<file path="config.mk">
export PLATFORM = sky130hd
export DESIGN_NAME = gray_stream_pipe
export DESIGN_NICKNAME = d
export VERILOG_FILES = /design/src/rtl/gray_pkg.sv /design/src/rtl/gray_elastic_stage.sv /design/src/rtl/gray_stream_pipe.sv
export SDC_FILE = /design/constraint.sdc
export NUM_CORES = 1
export LEC_CHECK = 0
export CORE_MARGIN = 2
export CORE_UTILIZATION = 39
export CTS_CLUSTER_SIZE = 28
export DETAILED_ROUTE_END_ITERATION = 10
export GPL_ROUTABILITY_DRIVEN = 0
export PLACE_DENSITY = 0.69
export SETUP_SLACK_MARGIN = 0.05
export SLEW_MARGIN = 30
export SYNTH_ARGS = -nofsm -noshare
export SYNTH_HDL_FRONTEND = slang
export SYNTH_SLANG_ARGS = --single-unit
</file>
<file path="constraint.sdc">
create_clock -name clk -period 4.4 [get_ports clk]
set_input_delay 0.44 -clock clk [delete_from_list [all_inputs] [get_ports clk]]
set_output_delay 0.44 -clock clk [all_outputs]
set_load 0.05 [all_outputs]
</file>
<file path="src/rtl/gray_pkg.sv">
// Shared constants and the output quantiser for the grayscale stream pipeline.
package gray_pkg;

  localparam int COEF_WIDTH  = 8;
  localparam int FRAC_SHIFT  = 8;
  localparam int DEF_COEF_R  = 77;
  localparam int DEF_COEF_G  = 150;
  localparam int DEF_COEF_B  = 29;
  localparam int ROUND_CONST = 128;

  // Drops the fractional bits and clamps to the largest ch_width-bit sample.
  function automatic logic [31:0] gray_sat(input logic [31:0] acc, input int ch_width);
    logic [31:0] shifted;
    logic [31:0] max_val;
    shifted = acc >> FRAC_SHIFT;
    max_val = (32'd1 << ch_width) - 32'd1;
    return (shifted > max_val) ? max_val : shifted;
  endfunction

endpackage

</file>
<file path="src/rtl/gray_elastic_stage.sv">
// One valid/ready register slice; holds its payload while the consumer stalls.
module gray_elastic_stage #(
  parameter int WIDTH = 8
) (
  input  logic             clk,
  input  logic             rst,
  input  logic             in_valid,
  input  logic [WIDTH-1:0] in_data,
  input  logic             in_last,
  output logic             in_ready,
  output logic             out_valid,
  output logic [WIDTH-1:0] out_data,
  output logic             out_last,
  input  logic             out_ready
);

  // Loads when empty or when the current beat leaves this cycle.
  assign in_ready = !rst && (!out_valid || out_ready);

  // NOTE: registers use <= so every stage samples the values from before the edge.
  always_ff @(posedge clk) begin
    if (rst) begin
      out_valid <= 1'b0;
      // NOTE: payload is reset too because the output data must read 0 after reset.
      out_data  <= '0;
      out_last  <= 1'b0;
    end else if (in_ready) begin
      out_valid <= in_valid;
      if (in_valid) begin
        out_data <= in_data;
        out_last <= in_last;
      end
    end
  end

endmodule

</file>
<file path="src/rtl/gray_stream_pipe.sv">
// Elastic 3-stage RGB-to-gray stream converter, 1-4 pixels per beat.
// Define GRAY_ROUND_EN for round-half-up; truncation otherwise.
module gray_stream_pipe
  import gray_pkg::*;
#(
  parameter int CH_WIDTH     = 8,
  parameter int PIX_PER_BEAT = 1,
  parameter int COEF_R       = DEF_COEF_R,
  parameter int COEF_G       = DEF_COEF_G,
  parameter int COEF_B       = DEF_COEF_B
) (
  input  logic                               clk,
  input  logic                               rst,
  input  logic [3*CH_WIDTH*PIX_PER_BEAT-1:0] s_tdata,
  input  logic                               s_tvalid,
  input  logic                               s_tlast,
  output logic                               s_tready,
  output logic [CH_WIDTH*PIX_PER_BEAT-1:0]   m_tdata,
  output logic                               m_tvalid,
  output logic                               m_tlast,
  input  logic                               m_tready,
  output logic [15:0]                        frame_count
);

  localparam int PIX_W  = 3 * CH_WIDTH;
  localparam int PROD_W = CH_WIDTH + COEF_WIDTH;
  localparam int ACC_W  = CH_WIDTH + 10;
  localparam int S1_W   = 3 * PROD_W * PIX_PER_BEAT;
  localparam int S2_W   = ACC_W * PIX_PER_BEAT;
  localparam int S3_W   = CH_WIDTH * PIX_PER_BEAT;

  if (COEF_R + COEF_G + COEF_B > 256) begin : g_bad_coef_sum
    $error("gray_stream_pipe: COEF_R+COEF_G+COEF_B exceeds 256");
  end
  if (COEF_R > 255 || COEF_G > 255 || COEF_B > 255 ||
      COEF_R < 0 || COEF_G < 0 || COEF_B < 0) begin : g_bad_coef
    $error("gray_stream_pipe: coefficients must be 8-bit unsigned");
  end
  if (PIX_PER_BEAT < 1 || PIX_PER_BEAT > 4) begin : g_bad_ppb
    $error("gray_stream_pipe: PIX_PER_BEAT must be 1..4");
  end
  if (CH_WIDTH < 1 || ACC_W > 32) begin : g_bad_width
    $error("gray_stream_pipe: CH_WIDTH must be 1..22");
  end

  logic [S1_W-1:0] prod_next, s1_data;
  logic [S2_W-1:0] acc_next,  s2_data;
  logic [S3_W-1:0] gray_next;
  logic            s1_valid, s1_last, s2_ready;
  logic            s2_valid, s2_last, s3_ready;
  logic            s3_valid;

  // Products per pixel packed as {R*cr, G*cg, B*cb}.
  // NOTE: every always_comb output gets a default first so no path can infer a latch.
  always_comb begin
    prod_next = '0;
    for (int p = 0; p < PIX_PER_BEAT; p++) begin
      prod_next[(3*p+2)*PROD_W +: PROD_W] =
        PROD_W'(s_tdata[p*PIX_W + 2*CH_WIDTH +: CH_WIDTH]) * PROD_W'(COEF_R);
      prod_next[(3*p+1)*PROD_W +: PROD_W] =
        PROD_W'(s_tdata[p*PIX_W + CH_WIDTH +: CH_WIDTH]) * PROD_W'(COEF_G);
      prod_next[(3*p)*PROD_W +: PROD_W] =
        PROD_W'(s_tdata[p*PIX_W +: CH_WIDTH]) * PROD_W'(COEF_B);
    end
  end

  always_comb begin
    acc_next = '0;
    for (int p = 0; p < PIX_PER_BEAT; p++) begin
      acc_next[p*ACC_W +: ACC_W] = ACC_W'(s1_data[(3*p+2)*PROD_W +: PROD_W])
                                 + ACC_W'(s1_data[(3*p+1)*PROD_W +: PROD_W])
                                 + ACC_W'(s1_data[(3*p)*PROD_W +: PROD_W]);
`ifdef GRAY_ROUND_EN
      acc_next[p*ACC_W +: ACC_W] = acc_next[p*ACC_W +: ACC_W] + ACC_W'(ROUND_CONST);
`endif
    end
  end

  always_comb begin
    gray_next = '0;
    for (int p = 0; p < PIX_PER_BEAT; p++) begin
      gray_next[p*CH_WIDTH +: CH_WIDTH] =
        CH_WIDTH'(gray_sat(32'(s2_data[p*ACC_W +: ACC_W]), CH_WIDTH));
    end
  end

  gray_elastic_stage #(.WIDTH(S1_W)) u_stage1 (
    .clk       (clk),
    .rst       (rst),
    .in_valid  (s_tvalid),
    .in_data   (prod_next),
    .in_last   (s_tlast),
    .in_ready  (s_tready),
    .out_valid (s1_valid),
    .out_data  (s1_data),
    .out_last  (s1_last),
    .out_ready (s2_ready)
  );

  gray_elastic_stage #(.WIDTH(S2_W)) u_stage2 (
    .clk       (clk),
    .rst       (rst),
    .in_valid  (s1_valid),
    .in_data   (acc_next),
    .in_last   (s1_last),
    .in_ready  (s2_ready),
    .out_valid (s2_valid),
    .out_data  (s2_data),
    .out_last  (s2_last),
    .out_ready (s3_ready)
  );

  gray_elastic_stage #(.WIDTH(S3_W)) u_stage3 (
    .clk       (clk),
    .rst       (rst),
    .in_valid  (s2_valid),
    .in_data   (gray_next),
    .in_last   (s2_last),
    .in_ready  (s3_ready),
    .out_valid (s3_valid),
    .out_data  (m_tdata),
    .out_last  (m_tlast),
    .out_ready (m_tready)
  );

  // Masked during reset so the downstream never sees a transfer on the reset edge.
  assign m_tvalid = s3_valid && !rst;

  always_ff @(posedge clk) begin
    if (rst) begin
      frame_count <= '0;
    end else if (m_tvalid && m_tready && m_tlast) begin
      frame_count <= frame_count + 16'd1;
    end
  end

endmodule

</file>
# Word level (Yosys, flattened, before mapping)
# Cells that the tools add are included.
# W data, S select, Z words.
# word_totals
register_bits,91
input_bits,29
out_inout_bits,27
word_cells,34
# classes
add_sub_neg,3
multipliers,3
n_lt_le_gt_ge,1
muxes,1
n_reduce_logical,16
# ops
operator,n
$mul A8 B7 Y15 const B,2
$add A17 B13 Y18,1
$add A15 B16 Y17,1
$add A16 B1 Y16 const B,1
$mul A8 B5 Y13 const B,1
$gt A10 B8 Y1 const B,1
$mux W8,1
$logic_and A1 B1 Y1,6
$reduce_and A2 Y1,3
$logic_not A1 Y1,4
$logic_or A1 B1 Y1,3

# Logic depth before layout (Yosys ltp)
# Gate-level depths: netlist (run 1).
# logic_depth
word_depth,8
ltp_mapped,14
mapped_depth_nobuf,14

# Modules after synthesis
# A second synthesis (run 1) with hierarchy kept.
# unflattened
cells_unflattened,928
area_unflattened_um2,8579.5
# by_module_without_submodules
mod,instances,cells_per_inst,area_each_um2,seq_area_each_um2
gray_stream_pipe,1,576,4966.0,320.3
gray_elastic_stage (u_stage1),1,219,2235.9,1001.0
gray_elastic_stage (u_stage2),1,88,922.1,400.4
gray_elastic_stage (u_stage3),1,45,455.4,200.2

# Worst setup path before layout (run 1)
# Ideal clock, no wire load.
# synth_path
path_type,input to register
startpoint,input port s_tdata[12]
endpoint,register u_stage1.out_data[30]
setup_ps,129
t_arrival_ps,3377
t_required_ps,4271
slack_ps,894
path_stages,13
path_buffers,0
cell_sequence,ha_1 -> ha_1 -> inv_1 -> fa_1 -> fa_1 -> inv_1 -> ha_1 -> o21ai_0 -> nor2_1 -> a311oi_1 -> a21oi_1 -> xnor2_1 -> o21ai_0
# synth_between
elab_chain_cells,1
# synth_rtl
element,line,rtl
from (decl),gray_stream_pipe.sv:14,"input logic [3*CH_WIDTH*PIX_PER_BEAT-1:0] s_tdata,"
$mul A8 B7 Y15,gray_stream_pipe.sv:61,PROD_W'(s_tdata[p*PIX_W + CH_WIDTH +: CH_WIDTH]) * PROD_W'(COEF_G);
to (signal assigned),gray_elastic_stage.sv:30,out_data <= in_data;
to (decl),gray_elastic_stage.sv:12,"output logic [WIDTH-1:0] out_data,"
# No other way between the ends.
# A chain may end at the register's enable or synchronous reset.

# Worst setup path after layout (run 1)
# Ends and elaborated chain as after synthesis.

==> impl_metrics.ini, run 1 <==
[clocking]
clk_pin_slew_worst_paths_ps = 60
cts_tree = done
cts_setup_buffers = 0
cts.path.max_buffers = 2
htree_levels = 3
post_cts_resize_count = 0
clk_latency_ps = 340
postCtsHoldBufs = 0
cts_root_buf = clkbuf_16
clkSinkCount = 82
numCtsBuffers = 9

[drt]
wl_per_cell_um = 12.9
via_per_inst = 5.08
drcViolationCount = 0
postRouteAntennaNets = 0
vias = 5115
wirelength_mm = 12.9
drt-initial-drc-count = 203
first_pass_iters = 4

[global_route]
grt_util_all_layers_pct = 15.0
gr-total-overflow = 0
grt_pass1_wl_mm = 22.5
antenna_found_initial = 0
grt_pass1_vias = 4901
grt_max_degree = 43

[timing]
worst_pin_slew_ps = 748
final.setup.worst_slack_ps = 425
fin_skew_ps = 7.29
fmax_mhz = 252
finalHoldViolCount = 0
final_max_slew_viol_count = 0
fin_tns_setup_ps = 0
fin_crit_sh_pct = 90.3
setup_viol_count_final = 0
rsz0062_at_grt = no
fin_crit_ps = 3970
relSlewSlack_pct = 49.9

[layout]
final_nets = 963
nFillCells = 1615
mostFrequentLayoutCells = ha_1, inv_1, dfxtp_1
areaGrowthSynthToFinish_pct = 16.2
seqCellArea_mm2 = 0.00164
diodes = 0
drive_gt1_share_pct = 4.71
final_common_cell = ha_1
multiInputGateArea_mm2 = 0.00458

[critical_path]
crit_chain = clkdlybuf4s50_1, ha_1, ha_1, inv_1, fa_1, fa_1, inv_1, ha_1, o21ai_0, nor2_1, a311oi_1, a21oi_1, xnor2_1, o21ai_0
cp-start-kind = input port
worstReg2RegStart = u_stage1.out_data[5]
worstPathRequired_ps = 4590
crit_arrival_ps = 4160
cp_slowest_cell = fa_1
reg2reg_slack_ps = 1840
setup.worst_path.start = s_tdata[12]
worst_path_most_repeated_cell = ha_1
crit_type = in -> reg
crit_path_end_kind = flop
cp_max_fo = 4
max_stage_delay_ps = 520

[floorplanning]
rows = 47
dieArea_mm2 = 0.0181
ioPinCount = 56
die_h_um = 135
dieWidth_um = 135
core_mm2 = 0.0166
start_util_pct = 39.9

[yosys]
avgSynthCellArea_um2 = 9.06
synthCells = 734
synthDistinctLibCells = 66
synthFlopType = dfxtp_1
async_flop_share_pct = 0
synth_edf_count = 0
synth.net_count = 916
synth_area_mm2 = 0.00665
synth_seq_cells = 82
ys_warn_count = 0
synth_seq_area_share_pct = 24.7

[hold_path]
hp-class = reg -> reg
hp-start = u_stage3.out_data[2]

[power_and_ir_drop]
p_leak_uw = 0.00355
ir_worst_vdd_v = 0.000232
p_per_area_mw_per_mm2 = 396

[flow_run]
cap_violations = 0

[placement]
dp_hpwl_mm = 10.1
dpl_worst_slack_ps = 31.7
io_buffers = 55

[status]
status = complete, no violations
==> synth_stat cells, types with 2 or more instances <==
master | n | share of area, %
nand4_1 | 5 | 0.47
ha_1 | 115 | 22
a22o_1 | 2 | 0.26
nand3b_1 | 5 | 0.56
buf_2 | 9 | 0.68
o21ai_0 | 37 | 2.8
a31oi_1 | 3 | 0.28
or4b_1 | 2 | 0.30
clkbuf_1 | 11 | 0.62
buf_1 | 6 | 0.34
and3_1 | 6 | 0.56
a21o_1 | 12 | 1.4
xnor2_1 | 10 | 1.3
nor3_1 | 18 | 1.4
a211o_1 | 2 | 0.26
o21a_1 | 9 | 1.0
fa_1 | 38 | 11
o21bai_1 | 2 | 0.23
a211oi_1 | 9 | 1.0
a21oi_1 | 33 | 2.5
nand3_1 | 49 | 3.7
a2111oi_0 | 2 | 0.26
nand2_1 | 50 | 2.8
nor3b_1 | 9 | 1.0
o211ai_1 | 4 | 0.45
o21ai_1 | 3 | 0.23
a31o_2 | 3 | 0.40
a311oi_1 | 7 | 0.92
o31ai_1 | 6 | 0.68
dfxtp_1 | 82 | 25
nor2b_1 | 3 | 0.28
mux2i_1 | 2 | 0.30
nor4b_1 | 5 | 0.66
nor2_1 | 36 | 2.0
nand4b_1 | 3 | 0.40
xor2_1 | 20 | 2.6
inv_1 | 82 | 4.6
or3_1 | 6 | 0.56
==> stage by stage <==
step	instance area, um2	total power, uW	cells	utilization (%)	hold WS [ps]
2_1_floorplan	6650	1990	734	-	425
3_3_place_gp	7420	2290	990	44.6	445
3_5_place_dp	7420	2310	990	44.6	447
4_1_cts	7720	3090	1006	46.4	455
5_1_grt	7720	3330	1006	46.4	466
6_report	7720	3060	1006	46.4	453
==> power by group <==
part / leakage, uW / switching, uW / internal (uW)
combinational: 0.00274 / 752 / 610
clock: 0.000142 / 298 / 458
sequential: 0.000673 / 86.3 / 855
total: 0.00355 / 1140 / 1920
==> registers in the layout (all words and copies together), names as in the netlist <==
register and count:
u_stage2.out_last 1, frame_count 16, u_stage1.out_last 1, u_stage2.out_data 9, u_stage1.out_valid 1, u_stage3.out_last 1
u_stage3.out_valid 1, u_stage3.out_data 8, u_stage1.out_data 43, u_stage2.out_valid 1
==> worst paths after layout <==
kind / end / cells past startpoint
setup reg to reg: u_stage2.out_data[16] / 8
hold reg to reg: u_stage3.out_data[2] / 2
setup / recovery: u_stage1.out_data[30] / 14
hold / removal: u_stage3.out_data[2] / 2
==> layer usage <==
metal  routed length (um)  GRT usage [%]  up-vias  share of wire (%)
li1                     -              -     2678                  -
met4                   93           2.28        0               0.72
met3                  431           3.38        9                3.3
met2                 6030           25.1       74                 47
met1                 6390           20.3     2354                 49
met5                    0              0        -                  0
==> worst max-delay path, delay by kind of cell <==
| kind | cells | cell delay (ps) |
|---|---|---|
| fa+ha+maj | 5 | 1940 |
| compound gates | 4 | 930 |
| buf+inv | 3 | 600 |
| xor+xnor | 1 | 140 |
| simple gates | 1 | 120 |
==> cells by family after synthesis <==
group,count (synthesis),synth area share (%)
simple gates,208,16.5
fa+ha+maj,153,33.1
flops,82,24.7
mux,2,0.301
buf+inv,109,6.38
compound gates,150,15.1
xor+xnor,30,3.95
==> layout make-up <==
type	count	area share (%)
multi-input cells	543	59.3
flip-flops and latches	82	21.3
repair buffers	63	7.91
inverters	82	3.99
well taps	220	3.57
clock buffers	11	3.14
clock inverters	5	0.810
No activity file was read; power rests on OpenSTA's default activity.
==> inputs of run 2 (changes only) <==
--- a/config.mk
+++ b/config.mk
@@ -7,11 +7,12 @@
 export LEC_CHECK = 0
 export CORE_MARGIN = 2
 export CORE_UTILIZATION = 39
-export CTS_CLUSTER_SIZE = 28
+export CTS_CLUSTER_DIAMETER = 80
+export CTS_CLUSTER_SIZE = 25
 export DETAILED_ROUTE_END_ITERATION = 10
 export GPL_ROUTABILITY_DRIVEN = 0
 export PLACE_DENSITY = 0.69
-export SETUP_SLACK_MARGIN = 0.05
+export SETUP_SLACK_MARGIN = 0.02
 export SLEW_MARGIN = 30
 export SYNTH_ARGS = -nofsm -noshare
 export SYNTH_HDL_FRONTEND = slang
==> results of run 2 <==
The final DEF is identical to that of run 1; final timing and power are the same.
